[config.mk]
export PLATFORM = sky130hd
export DESIGN_NAME = wishbone_master
export DESIGN_NICKNAME = d
export VERILOG_FILES = /design/src/rtl/wb_pkg.sv /design/src/rtl/wb_timeout.sv /design/src/rtl/wishbone_master.sv
export SDC_FILE = /design/constraint.sdc
export NUM_CORES = 1
export LEC_CHECK = 0
export ABC_AREA = 0
export CAP_MARGIN = 20
export CORE_MARGIN = 5
export CORE_UTILIZATION = 35
export CTS_CLUSTER_SIZE = 14
export DETAILED_ROUTE_END_ITERATION = 7
export PLACE_DENSITY_LB_ADDON = 0.3
export SLEW_MARGIN = 25
export SYNTH_ARGS = -nofsm -noshare
export SYNTH_HDL_FRONTEND = slang
export SYNTH_SLANG_ARGS = --single-unit
[constraint.sdc]
create_clock -name clk_i -period 3.9 [get_ports clk_i]
set_clock_uncertainty 0.1 [all_clocks]
set_input_delay 0.975 -clock clk_i [delete_from_list [all_inputs] [get_ports clk_i]]
set_output_delay 0.975 -clock clk_i [all_outputs]
set_load 0.01 [all_outputs]
[src/rtl/wb_pkg.sv]
// wb_pkg: shared widths and state encoding for the Wishbone block master
package wb_pkg;
  localparam int ADR_W = 12;
  localparam int DAT_W = 8;
  localparam int LEN_W = 4;
  typedef enum logic [1:0] {IDLE, BUS, DONE, ERR} state_t;
endpackage

[src/rtl/wb_timeout.sv]
// wb_timeout: per-beat wait counter, expired on the last permitted wait cycle
module wb_timeout #(
  parameter int TIMEOUT = 16
) (
  input  logic clk_i,
  input  logic rst_i,
  input  logic clr,
  input  logic en,
  output logic expired
);
  localparam int CW = $clog2(TIMEOUT + 1);
  logic [CW-1:0] cnt;
  always_ff @(posedge clk_i or negedge rst_i)
    if (!rst_i) cnt <= '0;
    else if (clr) cnt <= '0;
    else if (en) cnt <= cnt + 1'b1;
  assign expired = cnt == CW'(TIMEOUT - 1);
endmodule

[src/rtl/wishbone_master.sv]
// wishbone_master: block read/write master issuing back-to-back Wishbone beats with per-beat timeout
module wishbone_master
  import wb_pkg::*;
#(
  parameter int TIMEOUT = 16
) (
  input  logic             clk_i,
  input  logic             rst_i,
  input  logic             req_i,
  input  logic             req_we_i,
  input  logic [ADR_W-1:0] req_adr_i,
  input  logic [LEN_W-1:0] req_len_i,
  input  logic [DAT_W-1:0] wr_dat_i,
  output logic             wr_rdy_o,
  output logic [DAT_W-1:0] rd_dat_o,
  output logic             rd_vld_o,
  output logic             busy_o,
  output logic             done_o,
  output logic             err_o,
  output logic [ADR_W-1:0] adr_o,
  output logic [DAT_W-1:0] dat_o,
  output logic             we_o,
  output logic             stb_o,
  output logic             cyc_o,
  input  logic [DAT_W-1:0] dat_i,
  input  logic             ack_i
);
  state_t state, next;
  logic [LEN_W-1:0] len, beat;
  logic expired, in_bus, beat_done;
  assign in_bus    = state == BUS;
  assign beat_done = in_bus && ack_i;
  wb_timeout #(.TIMEOUT(TIMEOUT)) u_timeout (
    .clk_i  (clk_i),
    .rst_i  (rst_i),
    .clr    (!in_bus || ack_i),
    .en     (in_bus && !ack_i),
    .expired(expired)
  );
  always_comb begin
    next = IDLE;
    if (state == IDLE) next = req_i ? BUS : IDLE;
    else if (in_bus) next = ack_i ? ((beat == len) ? DONE : BUS) : (expired ? ERR : BUS);
  end
  always_ff @(posedge clk_i or negedge rst_i)
    if (!rst_i) state <= IDLE;
    else state <= next;
  // cyc/stb are flops that track the next state so they rise and fall on the same edge as BUS
  always_ff @(posedge clk_i or negedge rst_i)
    if (!rst_i) begin
      {adr_o, we_o, len, beat, cyc_o, stb_o, rd_dat_o, rd_vld_o} <= '0;
    end else begin
      cyc_o    <= next == BUS;
      stb_o    <= next == BUS;
      rd_vld_o <= beat_done && !we_o;
      if (beat_done && !we_o) rd_dat_o <= dat_i;
      if (state == IDLE && req_i) begin
        adr_o <= req_adr_i;
        we_o  <= req_we_i;
        len   <= req_len_i;
        beat  <= '0;
      end else if (beat_done) begin
        adr_o <= adr_o + 1'b1;
        beat  <= beat + 1'b1;
      end
    end
  assign wr_rdy_o = beat_done && we_o;
  assign dat_o    = (in_bus && we_o) ? wr_dat_i : '0;
  assign busy_o   = state != IDLE;
  assign done_o   = state == DONE;
  assign err_o    = state == ERR;
endmodule

# After elaboration in Yosys (flattened, before gate mapping)
# Cells that the tools add are included.
# Widths: inputs -> output; s select.
[op_classes] add_sub_neg=3 eq_ne=6 n_mux=13 n_reduce_logical=14
[ops] cell="$mux 12" n=2
[ops] cell="$add 12x1->12 const B" n=1
[ops] cell="$mux 2" n=5
[ops] cell="$mux 5" n=2
[ops] cell="$mux 4" n=2
[ops] cell="$mux 8" n=1
[ops] cell="$logic_and 1x1->1" n=6
[ops] cell="$reduce_bool 2->1" n=3
[ops] cell="$add 5x1->5 const B" n=1
[ops] cell="$eq 5x4->1 const B" n=1
[ops] cell="$add 4x1->4 const B" n=1
[ops] cell="$eq 2x1->1 const B" n=2
[ops] cell="$eq 2x2->1 const B" n=2
[ops] cell="$eq 4x4->1" n=1
[ops] cell="$logic_not 1->1" n=3
[ops] cell="$logic_not 2->1" n=1
[ops] cell="$logic_or 1x1->1" n=1
[ops] cell="$mux 1" n=1
[totals] reg_bits=38 inputBits=37 wordCells=45

# Depth between registers and ports, before layout
[logic_depth] depth_word=6 mapped_depth=6 depth_no_buf=6

# Hierarchy
# A second synthesis with hierarchy kept.
[hier_totals] cells_unflattened=188 hier_area_um2=1959.4
[by_module_without_submodules] mod="wishbone_master" n_inst=1 cells_per_inst=165 area_each_um2=1689.1 seq_area_each_um2=825.8
[by_module_without_submodules] mod="wb_timeout" n_inst=1 cells_per_inst=23 area_each_um2=270.3 seq_area_each_um2=125.1

# Least setup slack after synthesis
# OpenSTA, ideal clock, no wires.
[synth_timing] path_kind="input to output" start="in wr_dat_i[0]" end="out dat_o[0]" arrival_time_ns=1.155 required_ns=2.825 setup_slack_ns=1.670 stages=1 n_path_buf=0 path_cell_list="and3_1"
[synth_via] elab_chain_cells=1
[synth_rtl] item="start, declared" line="wishbone_master.sv:13" source="input logic [DAT_W-1:0] wr_dat_i,"
[synth_rtl] item="$mux 8" line="wishbone_master.sv:68" source="assign dat_o = (in_bus && we_o) ? wr_dat_i : '0;"
[synth_rtl] item="end, declared" line="wishbone_master.sv:21" source="output logic [DAT_W-1:0] dat_o,"
# No other way between the ends.

# Worst setup path after layout
[layout_timing] start="in ack_i" end="out wr_rdy_o"
[layout_via] elab_chain_cells=2
[layout_rtl] item="start, declared" line="wishbone_master.sv:26" source="input logic ack_i"
[layout_rtl] item="$logic_and 1x1->1" line="wishbone_master.sv:32" source="assign beat_done = in_bus && ack_i;"
[layout_rtl] item="$logic_and 1x1->1" line="wishbone_master.sv:67" source="assign wr_rdy_o = beat_done && we_o;"
[layout_rtl] item="end, declared" line="wishbone_master.sv:14" source="output logic wr_rdy_o,"
# No other way between the ends.

==> results.cfg <==
[floorplanning]
ioPinCount = 73
die_h_um = 84.0
dieArea_um2 = 7050
rows = 27
dieWidth_um = 84.0
initial_core_util_pct = 35.4
core_area_um2 = 5410

[cts]
clock_latency_ns = 0.29
cts.htree.levels = 2
cts_buffers = 5
cts_hold_buf = 0
post_cts_resized = 0
cts_sinks = 38
cts_tree = done
cts_buffer_depth = 2
cts_setup_buffers = 0
clockRootBuffer = clkbuf_8
path_clk_slew_ns = 0.08

[sta]
slew_headroom_pct = 43.8
rsz0062_at_grt = no
hold_violations = 0
finalSetupViolCount = 0
hold_ws_ns = 0.384
worstMarginPinSlew_ns = 0.843
setup_tns_ns = 0
fmax_ghz = 0.299
fin_crit_ns = 3.34
post-route-period-util_pct = 85.7
drv_slew = 0

[logic_synthesis]
syn-cell-area_um2 = 1910
synth_top_area_share_pct = 49.7
synth_edf_count = 0
synthTopCellsByArea = dfrtp_1 50%, nand2_1 5.7%, mux2_2 4.7%, and3_1 3.6%, ha_1 2.6%
synth-seq-cells = 38
syn_area_per_cell_um2 = 10.2
synthArstFlopShare_pct = 100
syn_inst = 188
yosysUniqueCellTypes = 42
syn_nets = 229
synth_area_leader_cell = dfrtp_1
synth-seq-area-share_pct = 49.7
synth_ff_type = dfrtp_1
yosysWarnings = 0

[grt]
antenna_found_initial = 0
grt_pass1_vias = 1700
grt_pass1_wl_um = 8110
grt_use_total_pct = 13.9
grt_start_max_net_pins = 39
overflow = 0

[worst_setup_path]
path_buf_inv = 2
regToRegStartpoint = state[1]
crit_family = buffers and inverters
cpPeakStageDelay_ns = 0.58
cp-end-kind = output port
crit_arrival_ns = 2.27
reg2reg_to = rd_dat_o[4]
slowest_stage = clkdlybuf4s50_1
reg2reg_slack_ns = 1.88
crit_fanout = 6
crit_type = input pin to output port
path_cells = clkdlybuf4s50_1 > and3_1 > clkdlybuf4s50_1
start_kind = input pin
cp.depth = 3
path_common_cell = clkdlybuf4s50_1
r2r_cells = 3
worstPathRequired_ns = 2.82

[detailed_routing]
first_pass_iters = 4
finalWirelength_um = 4610
ant_nets = 0
vias_per_cell = 4.97
vias = 1649
wl_per_cell_um = 13.9
drc = 0
drt_first_iter_violations = 67

[hold_path]
hold_path.class = flip-flop to flip-flop
holdPathStages = 1
worstHoldStart = u_timeout.cnt[0]
hold_end = u_timeout.cnt[0]

[placement]
dpl.cell_count = 324
numPortBuffers = 72
routabilityCongestion = 0.803
dpl.hpwl_um = 3350

[layout]
nNetsFinal = 300
num_antenna_cells = 0
fin_cells = 332
syn2layout_area_growth_pct = 46.4
fin_util_pct = 51.9
drive_gt1_share_pct = 9.62
num-fill-cells = 499

[pwr]
total_power_w = 0.00200
power_density_nw_per_um2 = 715
peakVddDrop_mv = 0.341
p_leak_nw = 1.20

[job]
drv_cap = 0

[outcome]
status = finished, final reports clean
layer usage:
layer	track usage, %	share of wire [%]	wire, µm	vias up
li1	-	-	-	816
met1	18.6	47	2150	775
met2	22.1	46	2130	56
met3	4.54	6.7	310	2
met4	3.22	0.41	19	0
met5	0	0	0	-
cells in the final DEF (no fill, tap or decap), types with 2 or more instances in the layout:
master           Yosys  routed
a221o_1              4       4
a22o_1               2       2
a31oi_1              2       2
and2_1               2       2
and3_1              11      11
bufinv_16            0       2
clkbuf_8             2       6
clkdlybuf4s50_1      0      71
dfrtp_1             38      38
ha_1                 4       4
inv_1                5       5
mux2_2               8       8
nand2_1             29      29
nand2b_1             4       4
nand3_1              6       6
nand4_1              4       4
nor2_1              13      13
nor2b_1              3       3
nor3_1               2       2
nor4_1               2       2
o211ai_1             3       3
o21ai_0             10      10
o311ai_0             3       3
or4_1                2       2
xnor2_1              2       2
xor2_1               4       4
power breakdown:
group | internal, W | switching (W)
Combinational | 0.000490 | 0.000373
Clock | 0.000273 | 0.000144
Sequential | 0.000561 | 0.000164
cell families after synthesis:
family | share of synthesized area, %
simple gates | 23.6
flops | 49.7
compound gates | 11.9
buf+inv | 4.77
mux | 4.71
xor+xnor | 2.75
fa+ha+maj | 2.61
cell type report:
type	count	area, µm²	share of cell area, %
Tap cell	72	90.1	3.21
Sequential cell	38	951	33.9
Inverter	5	18.8	0.670
Multi-Input combinational cell	136	877	31.3
Timing Repair Buffer	73	723	25.8
Clock buffer	6	82.6	2.95
Clock inverter	2	60.1	2.14
metrics by stage:
step                setup WS [ns]  cell area, µm²
finish                      0.558            2800
global route                0.433            2800
CTS                         0.551            2800
detailed placement          0.549            2660
global placement            0.571            2660
floorplan                    1.67            1910
sequential cells by signal (all words and copies together) (netlist names):
signal         flops
rd_dat_o           8
state              2
we_o               1
adr_o             12
cyc_o              1
len                4
beat               4
u_timeout.cnt      5
rd_vld_o           1
cells in the mapped netlist, types with 3 or more instances:
cell type,n
a221o_1,4
and3_1,11
clkbuf_1,4
dfrtp_1,38
ha_1,4
inv_1,5
mux2_2,8
nand2_1,29
nand2b_1,4
nand3_1,6
nand4_1,4
nor2_1,13
nor2b_1,3
o211ai_1,3
o21ai_0,10
o311ai_0,3
xor2_1,4
worst max-delay path by stage:
| stage | from | endpoint | slack (ns) |
|---|---|---|---|
| after floorplan | wr_dat_i[0] | dat_o[0] | 1.67 |
| after global placement | ack_i | wr_rdy_o | 0.57 |
| after detailed placement | ack_i | wr_rdy_o | 0.55 |
| after CTS | ack_i | wr_rdy_o | 0.55 |
| after global routing | state[0] | dat_o[0] | 0.43 |
| final | ack_i | wr_rdy_o | 0.56 |
(Power assumes the default switching activity.)
